### src/rtl/st7920_pkg.sv
// Shared types and command constants for the ST7920 refresh scheduler.
// Init ROM entry 0 is issued first.
package st7920_pkg;

   typedef enum logic [3:0] {
      IDLE,
      INIT,
      ROW_Y,
      ROW_X,
      FETCH,
      WAIT_RD,
      SEND,
      GAP,
      DONE
   } sched_state_t;

   typedef struct packed {
      logic       rs;
      logic       rw;
      logic [7:0] data;
   } lcd_cmd_t;

   localparam logic [7:0] CMD_BASIC_8BIT = 8'h30;
   localparam logic [7:0] CMD_DISP_ON    = 8'h0C;
   localparam logic [7:0] CMD_EXT        = 8'h34;
   localparam logic [7:0] CMD_GFX_ON     = 8'h36;
   localparam logic [7:0] CMD_SET_ADDR   = 8'h80;

   localparam logic [3:0][7:0] INIT_ROM = {
      CMD_GFX_ON, CMD_EXT, CMD_DISP_ON, CMD_BASIC_8BIT
   };

endpackage

### src/rtl/st7920_gap_timer.sv
// Post-command settle timer: load on acceptance, count down to zero.
// expired is high whenever the count has reached zero.
module st7920_gap_timer #(
   parameter int GAP_CYCLES = 3600
) (
   input  logic sys_clk,
   input  logic sys_rst_n,
   input  logic load,
   output logic expired
);

   localparam int CW = (GAP_CYCLES > 0) ? $clog2(GAP_CYCLES + 1) : 1;
   localparam logic [CW-1:0] LOAD_VAL = CW'(GAP_CYCLES);

   logic [CW-1:0] cnt;

   always_ff @(posedge sys_clk or negedge sys_rst_n) begin
      if (!sys_rst_n) begin
         cnt <= '0;
      end else if (load) begin
         cnt <= LOAD_VAL;
      end else if (cnt != '0) begin
         cnt <= cnt - 1'b1;
      end
   end

   assign expired = (cnt == '0);

endmodule

### src/rtl/st7920_refresh_scheduler.sv
// Full-screen refresh sequencer for a 128x64 ST7920 in extended graphic mode.
// Walks init list, then per row set-Y, set-X and 32 framebuffer bytes.
module st7920_refresh_scheduler
   import st7920_pkg::*;
#(
   parameter int GAP_CYCLES = 3600,
   parameter int ROWS       = 32,
   parameter int FB_AW      = 10
) (
   input  logic             sys_clk,
   input  logic             sys_rst_n,
   input  logic             frame_req,
   output logic             busy,
   output logic             frame_done,
   output logic             fb_rd_en,
   output logic [FB_AW-1:0] fb_rd_addr,
   input  logic [7:0]       fb_rd_data,
   output logic             cmd_valid,
   output logic             cmd_rs,
   output logic             cmd_rw,
   output logic [7:0]       cmd_data,
   input  logic             cmd_ready
);

   sched_state_t state, state_n, from_st;
   lcd_cmd_t     cmd;
   logic         init_done, pending, start, accept, expired;
   logic [1:0]   idx;
   logic [4:0]   row, k;
   logic [7:0]   rd_data;
   logic         last_row, last_k;

   assign start    = frame_req | pending;
   assign accept   = cmd_valid & cmd_ready;
   assign last_row = (row == 5'(ROWS - 1));
   assign last_k   = (k == 5'd31);

   st7920_gap_timer #(
      .GAP_CYCLES(GAP_CYCLES)
   ) u_gap (
      .sys_clk  (sys_clk),
      .sys_rst_n(sys_rst_n),
      .load     (accept),
      .expired  (expired)
   );

   always_ff @(posedge sys_clk or negedge sys_rst_n) begin
      if (!sys_rst_n) begin
         state     <= IDLE;
         from_st   <= IDLE;
         init_done <= 1'b0;
         pending   <= 1'b0;
         idx       <= '0;
         row       <= '0;
         k         <= '0;
         rd_data   <= '0;
      end else begin
         state <= state_n;
         if (state == IDLE) begin
            if (start) begin
               pending <= 1'b0;
               idx     <= '0;
               row     <= '0;
               k       <= '0;
            end
         end else if (frame_req) begin
            pending <= 1'b1;
         end
         if (accept) begin
            from_st <= state;
            if (state == INIT) begin
               if (idx == 2'd3) init_done <= 1'b1;
               else             idx       <= idx + 2'd1;
            end
         end
         if (state == WAIT_RD) rd_data <= fb_rd_data;
         // byte/row counters advance only when leaving a data gap
         if (state == GAP && expired && from_st == SEND) begin
            if (last_k) begin
               k <= '0;
               if (!last_row) row <= row + 5'd1;
            end else begin
               k <= k + 5'd1;
            end
         end
      end
   end

   always_comb begin
      state_n    = state;
      cmd        = '0;
      cmd_valid  = 1'b0;
      fb_rd_en   = 1'b0;
      fb_rd_addr = '0;
      frame_done = 1'b0;
      busy       = (state != IDLE);
      unique case (state)
         IDLE: begin
            if (start) state_n = init_done ? ROW_Y : INIT;
         end
         INIT: begin
            cmd_valid = 1'b1;
            cmd.data  = INIT_ROM[idx];
            if (cmd_ready) state_n = GAP;
         end
         ROW_Y: begin
            cmd_valid = 1'b1;
            cmd.data  = CMD_SET_ADDR | {3'b000, row};
            if (cmd_ready) state_n = GAP;
         end
         ROW_X: begin
            cmd_valid = 1'b1;
            cmd.data  = CMD_SET_ADDR;
            if (cmd_ready) state_n = GAP;
         end
         FETCH: begin
            fb_rd_en   = 1'b1;
            fb_rd_addr = FB_AW'({k[4], row, k[3:0]});
            state_n    = WAIT_RD;
         end
         WAIT_RD: begin
            state_n = SEND;
         end
         SEND: begin
            cmd_valid = 1'b1;
            cmd.rs    = 1'b1;
            cmd.data  = rd_data;
            if (cmd_ready) state_n = GAP;
         end
         GAP: begin
            if (expired) begin
               unique case (from_st)
                  INIT:    state_n = init_done ? ROW_Y : INIT;
                  ROW_Y:   state_n = ROW_X;
                  ROW_X:   state_n = FETCH;
                  SEND:    state_n = !last_k   ? FETCH :
                                     last_row  ? DONE  : ROW_Y;
                  default: state_n = IDLE;
               endcase
            end
         end
         DONE: begin
            frame_done = 1'b1;
            state_n    = IDLE;
         end
         default: state_n = IDLE;
      endcase
   end

   assign cmd_rs   = cmd.rs;
   assign cmd_rw   = cmd.rw;
   assign cmd_data = cmd.data;

endmodule
### config.mk
export PLATFORM = sky130hd
export DESIGN_NAME = st7920_refresh_scheduler
export DESIGN_NICKNAME = d
export VERILOG_FILES = /design/src/rtl/st7920_pkg.sv /design/src/rtl/st7920_gap_timer.sv /design/src/rtl/st7920_refresh_scheduler.sv
export SDC_FILE = /design/constraint.sdc
export NUM_CORES = 1
export LEC_CHECK = 0
export BUFFER_PORTS_ARGS = -buffer_cell sky130_fd_sc_hd__buf_2
export CORE_ASPECT_RATIO = 1.75
export CORE_MARGIN = 4
export CORE_UTILIZATION = 38
export CTS_CLUSTER_SIZE = 20
export DETAILED_ROUTE_END_ITERATION = 10
export MAX_ROUTING_LAYER = met4
export SYNTH_ARGS = -nofsm -noshare
export SYNTH_HDL_FRONTEND = slang
export SYNTH_SLANG_ARGS = --single-unit
### constraint.sdc
create_clock -name sys_clk -period 2.5 [get_ports sys_clk]
set_input_delay 0 -clock sys_clk [delete_from_list [all_inputs] [get_ports sys_clk]]
set_output_delay 0 -clock sys_clk [all_outputs]
set_load 0.01 [all_outputs]
### After elaboration in Yosys (flattened, before gate mapping)

Cells that the tools add are included.

| storage, ports and cells | value |
|---|---|
| flip-flop bits (word level) | 42 |
| bits of input ports | 12 |

| cells by class | value |
|---|---|
| add/sub/neg operators | 4 |
| magnitude comparators | 1 |
| equality and inequality tests | 18 |
| multiplexer cells | 35 |
| bitwise logic cells | 2 |
| reduce and logical (&&, ||, !) cells | 15 |

Operators by type and width:

| kind | count |
|---|---|
| 5-bit two-way mux | 9 |
| 8-bit one-hot mux with 4 select lines | 1 |
| 12-bit two-way mux | 2 |
| 4-bit by 3-bit == test with 1-bit output, second input constant | 5 |
| 4-bit two-way mux | 5 |
| 4-bit one-hot mux with 5 select lines | 1 |
| 8-bit binary-select mux with 2-bit select | 1 |
| 4-bit by 2-bit == test with 1-bit output, second input constant | 4 |
| 4-bit one-hot mux with 4 select lines | 1 |
| 12-bit logical NOT | 1 |
| 2-bit two-way mux | 6 |
| 12-bit nonzero test | 1 |
| 12-bit by 1-bit subtractor with 12-bit output, second input constant | 1 |
| 5-bit by 1-bit adder with 5-bit output, second input constant | 2 |
| 5-bit == test, second input constant | 2 |
| 10-bit two-way mux | 1 |
| 4-bit by 1-bit == test with 1-bit output, second input constant | 2 |
| 8-bit two-way mux | 1 |
| 2-bit nonzero test | 4 |
| 1-bit two-way mux | 7 |
| 3-bit AND reduction | 2 |
| 4-bit == test, second input constant | 1 |
| 4-bit logical NOT | 1 |
| 2-bit != test, second input constant | 2 |
| 10 further kinds | 12 |

### Logic depth before layout (Yosys ltp)

Gate-level depths: netlist (run 1).

| logic depth | value |
|---|---|
| word-level depth | 6 |
| mapped depth | 7 |

### Modules after synthesis

From an unflattened synthesis (run 1), not the netlist that was laid out.

| unflattened totals | value |
|---|---|
| cell total of the unflattened synthesis | 258 |
| area total of the unflattened synthesis | 2,473.6 µm² |

Modules (own cells, without submodules):

| module | instances | cells each | area each (µm²) | sequential area each (µm²) |
|---|---|---|---|---|
| st7920_refresh_scheduler | 1 | 191 | 1,801.7 | 750.7 |
| st7920_gap_timer | 1 | 67 | 671.9 | 300.3 |

### Least setup slack after synthesis (run 1)

No wires, ideal clock.

| timing | value |
|---|---|
| path type | register to register |
| start | reg u_gap.cnt[0] |
| end | reg state[0] |
| library setup time | 0.125 ns |
| arrival | 1.915 ns |
| required time | 2.375 ns |
| setup slack | 0.460 ns |
| stages on the path, launching flop included | 8 |
| path buffers | 1 |
| path through | dfrtp_1 -> inv_1 -> ha_1 -> or4b_1 -> buf_6 -> o31ai_4 -> and2_4 -> mux2_4 |

| between the ends | value |
|---|---|
| cells in the longest elaborated chain, start to end | 3 |

RTL lines:

| item | RTL line | source |
|---|---|---|
| from (decl) | st7920_gap_timer.sv:15 | `logic [CW-1:0] cnt;` |
| from (signal assigned) | st7920_gap_timer.sv:23 | `cnt <= cnt - 1'b1;` |
| 12-bit logical NOT | st7920_gap_timer.sv:27 | `assign expired = (cnt == '0);` |
| 2-bit != test (no source line) | -- |  |
| 3-bit AND reduction (no source line) | -- |  |
| to (signal assigned) | st7920_refresh_scheduler.sv:58 | `state <= state_n;` |
| to (decl) | st7920_refresh_scheduler.sv:25 | `sched_state_t state, state_n, from_st;` |

No other way between the ends.
A chain may end at the register's enable or synchronous reset.

### Final worst setup path (run 1)

Same ends and word-level chain as after synthesis.

==> results.sh, run 1 <==
export IMPL_numCtsBuffers=5
export IMPL_clock_skew_ps=3.69
export IMPL_hold_end="init_done$_DFFE_PN0P_"
export IMPL_rsz0062_at_grt="no"
export IMPL_cts_buffer_depth=2
export IMPL_clkPwrFrac=0.210
export IMPL_cts_sinks=42
export IMPL_worstMarginPinSlew_ps=986
export IMPL_grt_pass1_vias=2237
export IMPL_synth_enable_flop_cells=0
export IMPL_r2r_end="state[0]$_DFFE_PN0P_"
export IMPL_worstHoldStart="cmd_ready"
export IMPL_drt_wl_total_um=6460
export IMPL_via_per_inst=5.50
export IMPL_die_x_um=69.9
export IMPL_synthMuxAreaShare=0.0486
export IMPL_pwr_share_comb=0.411
export IMPL_vias=2194
export IMPL_wl_per_cell_um=16.2
export IMPL_crit_type="register to register"
export IMPL_nNetsFinal=338
export IMPL_synth_top_family_by_area="simple AND/OR/NAND/NOR gates"
export IMPL_ir_drop_mv=0.335
export IMPL_final_area_um2=3070
export IMPL_antenna_left=0
export IMPL_place_area_um2=2800
export IMPL_min_path_type="primary input to register"
export IMPL_p_per_area_nw_per_um2=1110
export IMPL_cts_tree="done"
export IMPL_fp_dieH_um=116
export IMPL_grt_ovfl_total=0
export IMPL_multi_input_area_um2=1380
export IMPL_final_common_cell="dfrtp_1"
export IMPL_regToRegStartpoint="u_gap.cnt[0]$_DFFE_PN0P_"
export IMPL_initialDrtViolationCount=154
export IMPL_synth_cell_types=61
export IMPL_dr_pass1_iters=4
export IMPL_r2r_setup_slack_ps=280
export IMPL_crit_arrival_ps=2390
export IMPL_clk_pin_slew_ps=60
export IMPL_area_growth_pct=20.4
export IMPL_max_freq_ghz=0.450
export IMPL_ys_seq_area_frac=0.412
export IMPL_synthArstFlopShare=1.00
export IMPL_grt_pass1_wl_um=10800
export IMPL_io_buffer_count=34
export IMPL_yosys_warnings=0
export IMPL_drv_slew=0
export IMPL_worstHoldPathCells=2
export IMPL_start_util=0.390
export IMPL_crit_path_start_kind="register"
export IMPL_drv_cap=0
export IMPL_cts_max_level=2
export IMPL_period_minus_slack_ps=2220
export IMPL_num_fill_cells=643
export IMPL_drc=0
export IMPL_fin_crit_sh=0.889
export IMPL_final_cell_mix="dfrtp_1, buf_2, nand2_1"
export IMPL_dieArea_um2=8140
export IMPL_rows=39
export IMPL_synthSimpleGateAreaFrac=0.262
export IMPL_status="finished clean"
export IMPL_leakagePower_uw=0.00140
export IMPL_clock_latency_ps=280
export IMPL_synth_compound_area_frac=0.153
export IMPL_sw_frac_of_total=0.398
export IMPL_hold_violations=0
export IMPL_place_hpwl_um=4840
export IMPL_pwr_share_seq=0.379
export IMPL_required_ps=2670
export IMPL_synthAdderAreaFrac=0.0491
export IMPL_avgSynthCellArea_um2=9.41
export IMPL_seqCellArea_um2=1050
export IMPL_netlist_instances=271
export IMPL_synth_ff_type="dfrtp_1"
export IMPL_syn_nets=293
export IMPL_slew_headroom=0.343
export IMPL_setup_violations_final=0
export IMPL_switchingPower_uw=1360
export IMPL_num_io_pins=36
export IMPL_coreArea_um2=6540
export IMPL_synth_xor_area_share=0.0275
export IMPL_track_usage=0.173
export IMPL_syn_cell_area_um2=2550
export IMPL_gp_congestion=0.875
export IMPL_diodes=0
export IMPL_cp_end_kind="register"
export IMPL_synth_seq_cells=42
export IMPL_worst_r2r_cell_count=6
export IMPL_worstPathMaxFanout=6
export IMPL_cts_setup_buffers=0
export IMPL_grt_antenna_before_repair=0
export IMPL_cts_root_buf="clkbuf_16"
export IMPL_grt_start_max_net_pins=43
export IMPL_internal_power_uw=2060
export IMPL_drive_above_1_share=0.202
export IMPL_finalSetupTns_ps=0
-- repair_timing --
item | 4_1_cts | 5_1_grt
hold endpoints to repair | 51 | 0
setup endpoints to repair | 0 | 0
gates resized for setup | 0 | 0
hold buffers | 10 | 0
-- worst max-delay path by stage --
| stage | startpoint | to |
|---|---|---|
| after floorplan | u_gap.cnt[0]$_DFFE_PN0P_ | state[0]$_DFFE_PN0P_ |
| after global placement | u_gap.cnt[0]$_DFFE_PN0P_ | state[0]$_DFFE_PN0P_ |
| after detailed placement | u_gap.cnt[0]$_DFFE_PN0P_ | state[0]$_DFFE_PN0P_ |
| after CTS | u_gap.cnt[0]$_DFFE_PN0P_ | state[0]$_DFFE_PN0P_ |
| after global routing | u_gap.cnt[0]$_DFFE_PN0P_ | state[0]$_DFFE_PN0P_ |
| final | u_gap.cnt[0]$_DFFE_PN0P_ | state[0]$_DFFE_PN0P_ |
-- sequential cells by signal, indices dropped and copies added, names as in the netlist --
| register | cells |
|---|---|
| from_st | 4 |
| idx | 2 |
| init_done | 1 |
| k | 5 |
| pending | 1 |
| rd_data | 8 |
| row | 5 |
| state | 4 |
| u_gap.cnt | 12 |
-- power groups by stage --
stage | clock network (µW) | registers [µW] | logic [µW]
CTS | 730 | 1290 | 1420
global placement | 0 | 1290 | 1370
finish | 717 | 1290 | 1400
global route | 769 | 1340 | 1580
floorplan | 0 | 1160 | 1080
detailed placement | 0 | 1300 | 1400
-- worst max-delay path, cell delays in order, from the launching register on --
cell and delay [ps]:
dfrtp_1 400, inv_1 130, ha_1 180, or4b_1 620, o31ai_4 300, and2_4 200, mux2_4 290
-- through the flow --
step | hold slack, ps | utilization | total power, µW | std cells | setup slack [ps]
CTS | 14.0 | 0.470 | 3440 | 399 | 282
finish | 10.7 | 0.470 | 3410 | 399 | 278
floorplan | -296 | - | 2240 | 271 | 460
detailed placement | 226 | 0.429 | 2700 | 381 | 301
global placement | 203 | 0.429 | 2660 | 381 | 353
global route | 23.3 | 0.470 | 3690 | 399 | 206
-- cell type report --
type | count | share of cell area
Timing Repair Buffer | 50 | 0.103
Tap cell | 82 | 0.0334
Clock buffer | 8 | 0.0542
Inverter | 15 | 0.0183
Sequential cell | 42 | 0.342
Multi-Input combinational cell | 202 | 0.449
-- synthesized netlist by cell type, types with 2 or more instances --
master	instances	area (µm²)
nand2_1	26	97.6
o211ai_1	6	45.0
a21oi_1	7	35.0
and2_1	9	56.3
nor3b_1	2	15.0
a21o_1	2	15.0
dfrtp_1	42	1050
nor2b_1	2	12.5
clkbuf_1	4	15.0
mux2i_1	3	30.0
and3_1	5	31.3
nand3b_1	2	15.0
or3_1	3	18.8
nand3_1	8	40.0
inv_1	15	56.3
nor2_1	19	71.3
or4_1	5	37.5
o311ai_1	2	17.5
nor4_1	4	25.0
nor3_1	10	50.1
mux2_2	7	78.8
nand2b_1	9	56.3
buf_2	6	30.0
xor2_1	5	43.8
o21ai_1	8	40.0
ha_1	10	125
o21ai_0	7	35.0
o31ai_1	3	22.5
a22oi_1	4	30.0
and3b_1	2	17.5
xnor2_1	3	26.3
nor4b_1	2	17.5
-- routing by layer --
layer	vias up	GRT usage	part of all wire	routed length (µm)
li1	1060	-	-	-
met1	1080	0.167	0.38	2430
met2	42	0.332	0.56	3620
met3	12	0.0310	0.038	243
met4	0	0.0754	0.025	163
met5	-	-	0	0
-- kinds of logic (layout without fill, tap and decap cells) --
| group | count (synthesis) | in the layout |
|---|---|---|
| AND/OR/NAND/NOR | 118 | 118 |
| AO/OA/AOI/OAI | 54 | 54 |
| flip-flops | 42 | 42 |
| buffers and inverters | 27 | 73 |
| multiplexers | 11 | 11 |
| adder cells (fa/ha/maj) | 10 | 10 |
| XOR/XNOR | 8 | 8 |
| other | 1 | 1 |
Note: power is estimated with default switching activity, not from simulation.
==> run 2: changes to the inputs <==
Settings changed: CORE_ASPECT_RATIO 1.75 to unset.
==> run 2 against run 1 <==
  * Clock-buffer cell count down 2
  * Total power down 9.4%
  * Worst hold slack better by 380 ps
  * Register-to-register slack about the same
  * Final cell count is 0.75% lower
  * Clock skew is 9.0 ps higher
  * Routed wire length is 10% lower
  * Largest power group unchanged
==> results.sh, run 2 (synthesized netlist as in run 1, its figures left out) <==
export IMPL_status="finished clean"
export IMPL_cts_sinks=42
export IMPL_cp_end_kind="register"
export IMPL_final_common_cell="dfrtp_1"
export IMPL_initialDrtViolationCount=99
export IMPL_crit_arrival_ps=2400
export IMPL_fin_crit_sh=0.885
export IMPL_worstMarginPinSlew_ps=938
export IMPL_period_minus_slack_ps=2210
export IMPL_crit_path_start_kind="register"
export IMPL_start_util=0.397
export IMPL_vias=2141
export IMPL_drv_slew=0
export IMPL_dpl_worst_slack_ps=288
export IMPL_setup_ws_ps=288
export IMPL_area_growth_pct=17.7
export IMPL_clk_pin_slew_ps=90
export IMPL_wl_per_cell_um=14.7
export IMPL_rows=29
export IMPL_gp_congestion=0.838
export IMPL_cts_resized_gates=0
export IMPL_worstPathMaxFanout=6
export IMPL_final_cell_mix="dfrtp_1, buf_2, nand2_1"
export IMPL_num_fill_cells=654
export IMPL_grt_start_max_net_pins=43
export IMPL_largest_register_ffs=12
export IMPL_coreArea_um2=6420
export IMPL_grt_pass1_wl_um=10300
export IMPL_finalSetupTns_ps=0
export IMPL_dieArea_um2=8080
export IMPL_drv_cap=0
export IMPL_dr_pass1_iters=4
export IMPL_grt_antenna_before_repair=0
export IMPL_cts_max_level=2
export IMPL_max_freq_ghz=0.452
export IMPL_p_per_area_nw_per_um2=1030
export IMPL_clock_latency_ps=300
export IMPL_crit_type="register to register"
export IMPL_rsz0062_at_grt="no"
export IMPL_leakagePower_uw=0.00137
export IMPL_fp_dieH_um=89.9
export IMPL_setup_violations_final=0
export IMPL_cts_setup_buffers=0
export IMPL_via_per_inst=5.41
export IMPL_slew_headroom=0.375
export IMPL_grt_ovfl_total=0
export IMPL_nNetsFinal=340
export IMPL_diodes=0
export IMPL_io_buffer_count=34
export IMPL_hold_violations=0
export IMPL_numCtsBuffers=5
export IMPL_clock_skew_ps=12.7
export IMPL_track_usage=0.156
export IMPL_drive_above_1_share=0.201
export IMPL_drt_wl_total_um=5800
export IMPL_cts_root_buf="clkbuf_8"
export IMPL_ir_drop_mv=0.420
export IMPL_grt_pass1_vias=2148
export IMPL_top_register="u_gap.cnt"
export IMPL_place_hpwl_um=4200
export IMPL_top_regs="u_gap.cnt x12, rd_data x8"
export IMPL_min_path_type="primary input to async pin"
export IMPL_cts_buffer_depth=2
export IMPL_cts_tree="done"
export IMPL_drc=0
export IMPL_antenna_left=0
export IMPL_required_ps=2690
export IMPL_die_x_um=89.9
export IMPL_num_io_pins=36
export IMPL_cts_hold_buf=11
run 2: worst paths after layout:
| kind | startpoint | to | slack, ps | depth (start not counted) |
|---|---|---|---|---|
| max in group asynchronous | sys_rst_n | u_gap.cnt[7]$_DFFE_PN0P_ | 1510 | 2 |
| setup / recovery | u_gap.cnt[0]$_DFFE_PN0P_ | state[0]$_DFFE_PN0P_ | 290 | 6 |
| min in group sys_clk | fb_rd_data[7] | rd_data[7]$_DFFE_PN0N_ | 440 | 4 |
| hold / removal | sys_rst_n | rd_data[3]$_DFFE_PN0N_ | 390 | 2 |
| hold reg to reg | rd_data[6]$_DFFE_PN0N_ | rd_data[6]$_DFFE_PN0N_ | 510 | 1 |
| setup reg to reg | u_gap.cnt[0]$_DFFE_PN0P_ | state[0]$_DFFE_PN0P_ | 290 | 6 |
run 2: worst max-delay path, stage by stage, from the launching register on:
cell     delay [ps]
dfrtp_1         400
inv_1           120
ha_1            180
or4b_1          610
o31ai_4         310
and2_4          200
mux2_4          290
run 2: final cells by class:
type / instances / area (µm²) / share of cell area
tap: 77 / 96.3 / 0.0321
timing repair buffer: 52 / 333 / 0.111
multi-input combinational: 202 / 1380 / 0.459
inverter: 15 / 56.3 / 0.0188
clock buffer: 6 / 72.6 / 0.0242
sequential: 42 / 1050 / 0.350
clock inverter: 2 / 13.8 / 0.00459
run 2: stage by stage:
stage	hold WS, ps	std cells	total power (µW)	utilization	cell area, µm²
global route	452	396	3380	0.467	3000
CTS	413	396	3130	0.467	3000
global placement	208	377	2640	0.437	2810
detailed placement	202	377	2660	0.437	2810
finish	392	396	3090	0.467	3000
floorplan	-296	271	2240	-	2550
run 2: where the power goes:
group	leakage (µW)	internal [µW]	total (µW)	switching (µW)
Sequential	0.000511	948	1270	326
Clock	0.0000452	197	437	240
Combinational	0.000813	651	1380	730
run 2: routing by layer:
layer	part of all wire	GRT usage
met3	0.042	0.0334
met5	0	-
met2	0.49	0.260
met4	0.015	0.0472
met1	0.45	0.192
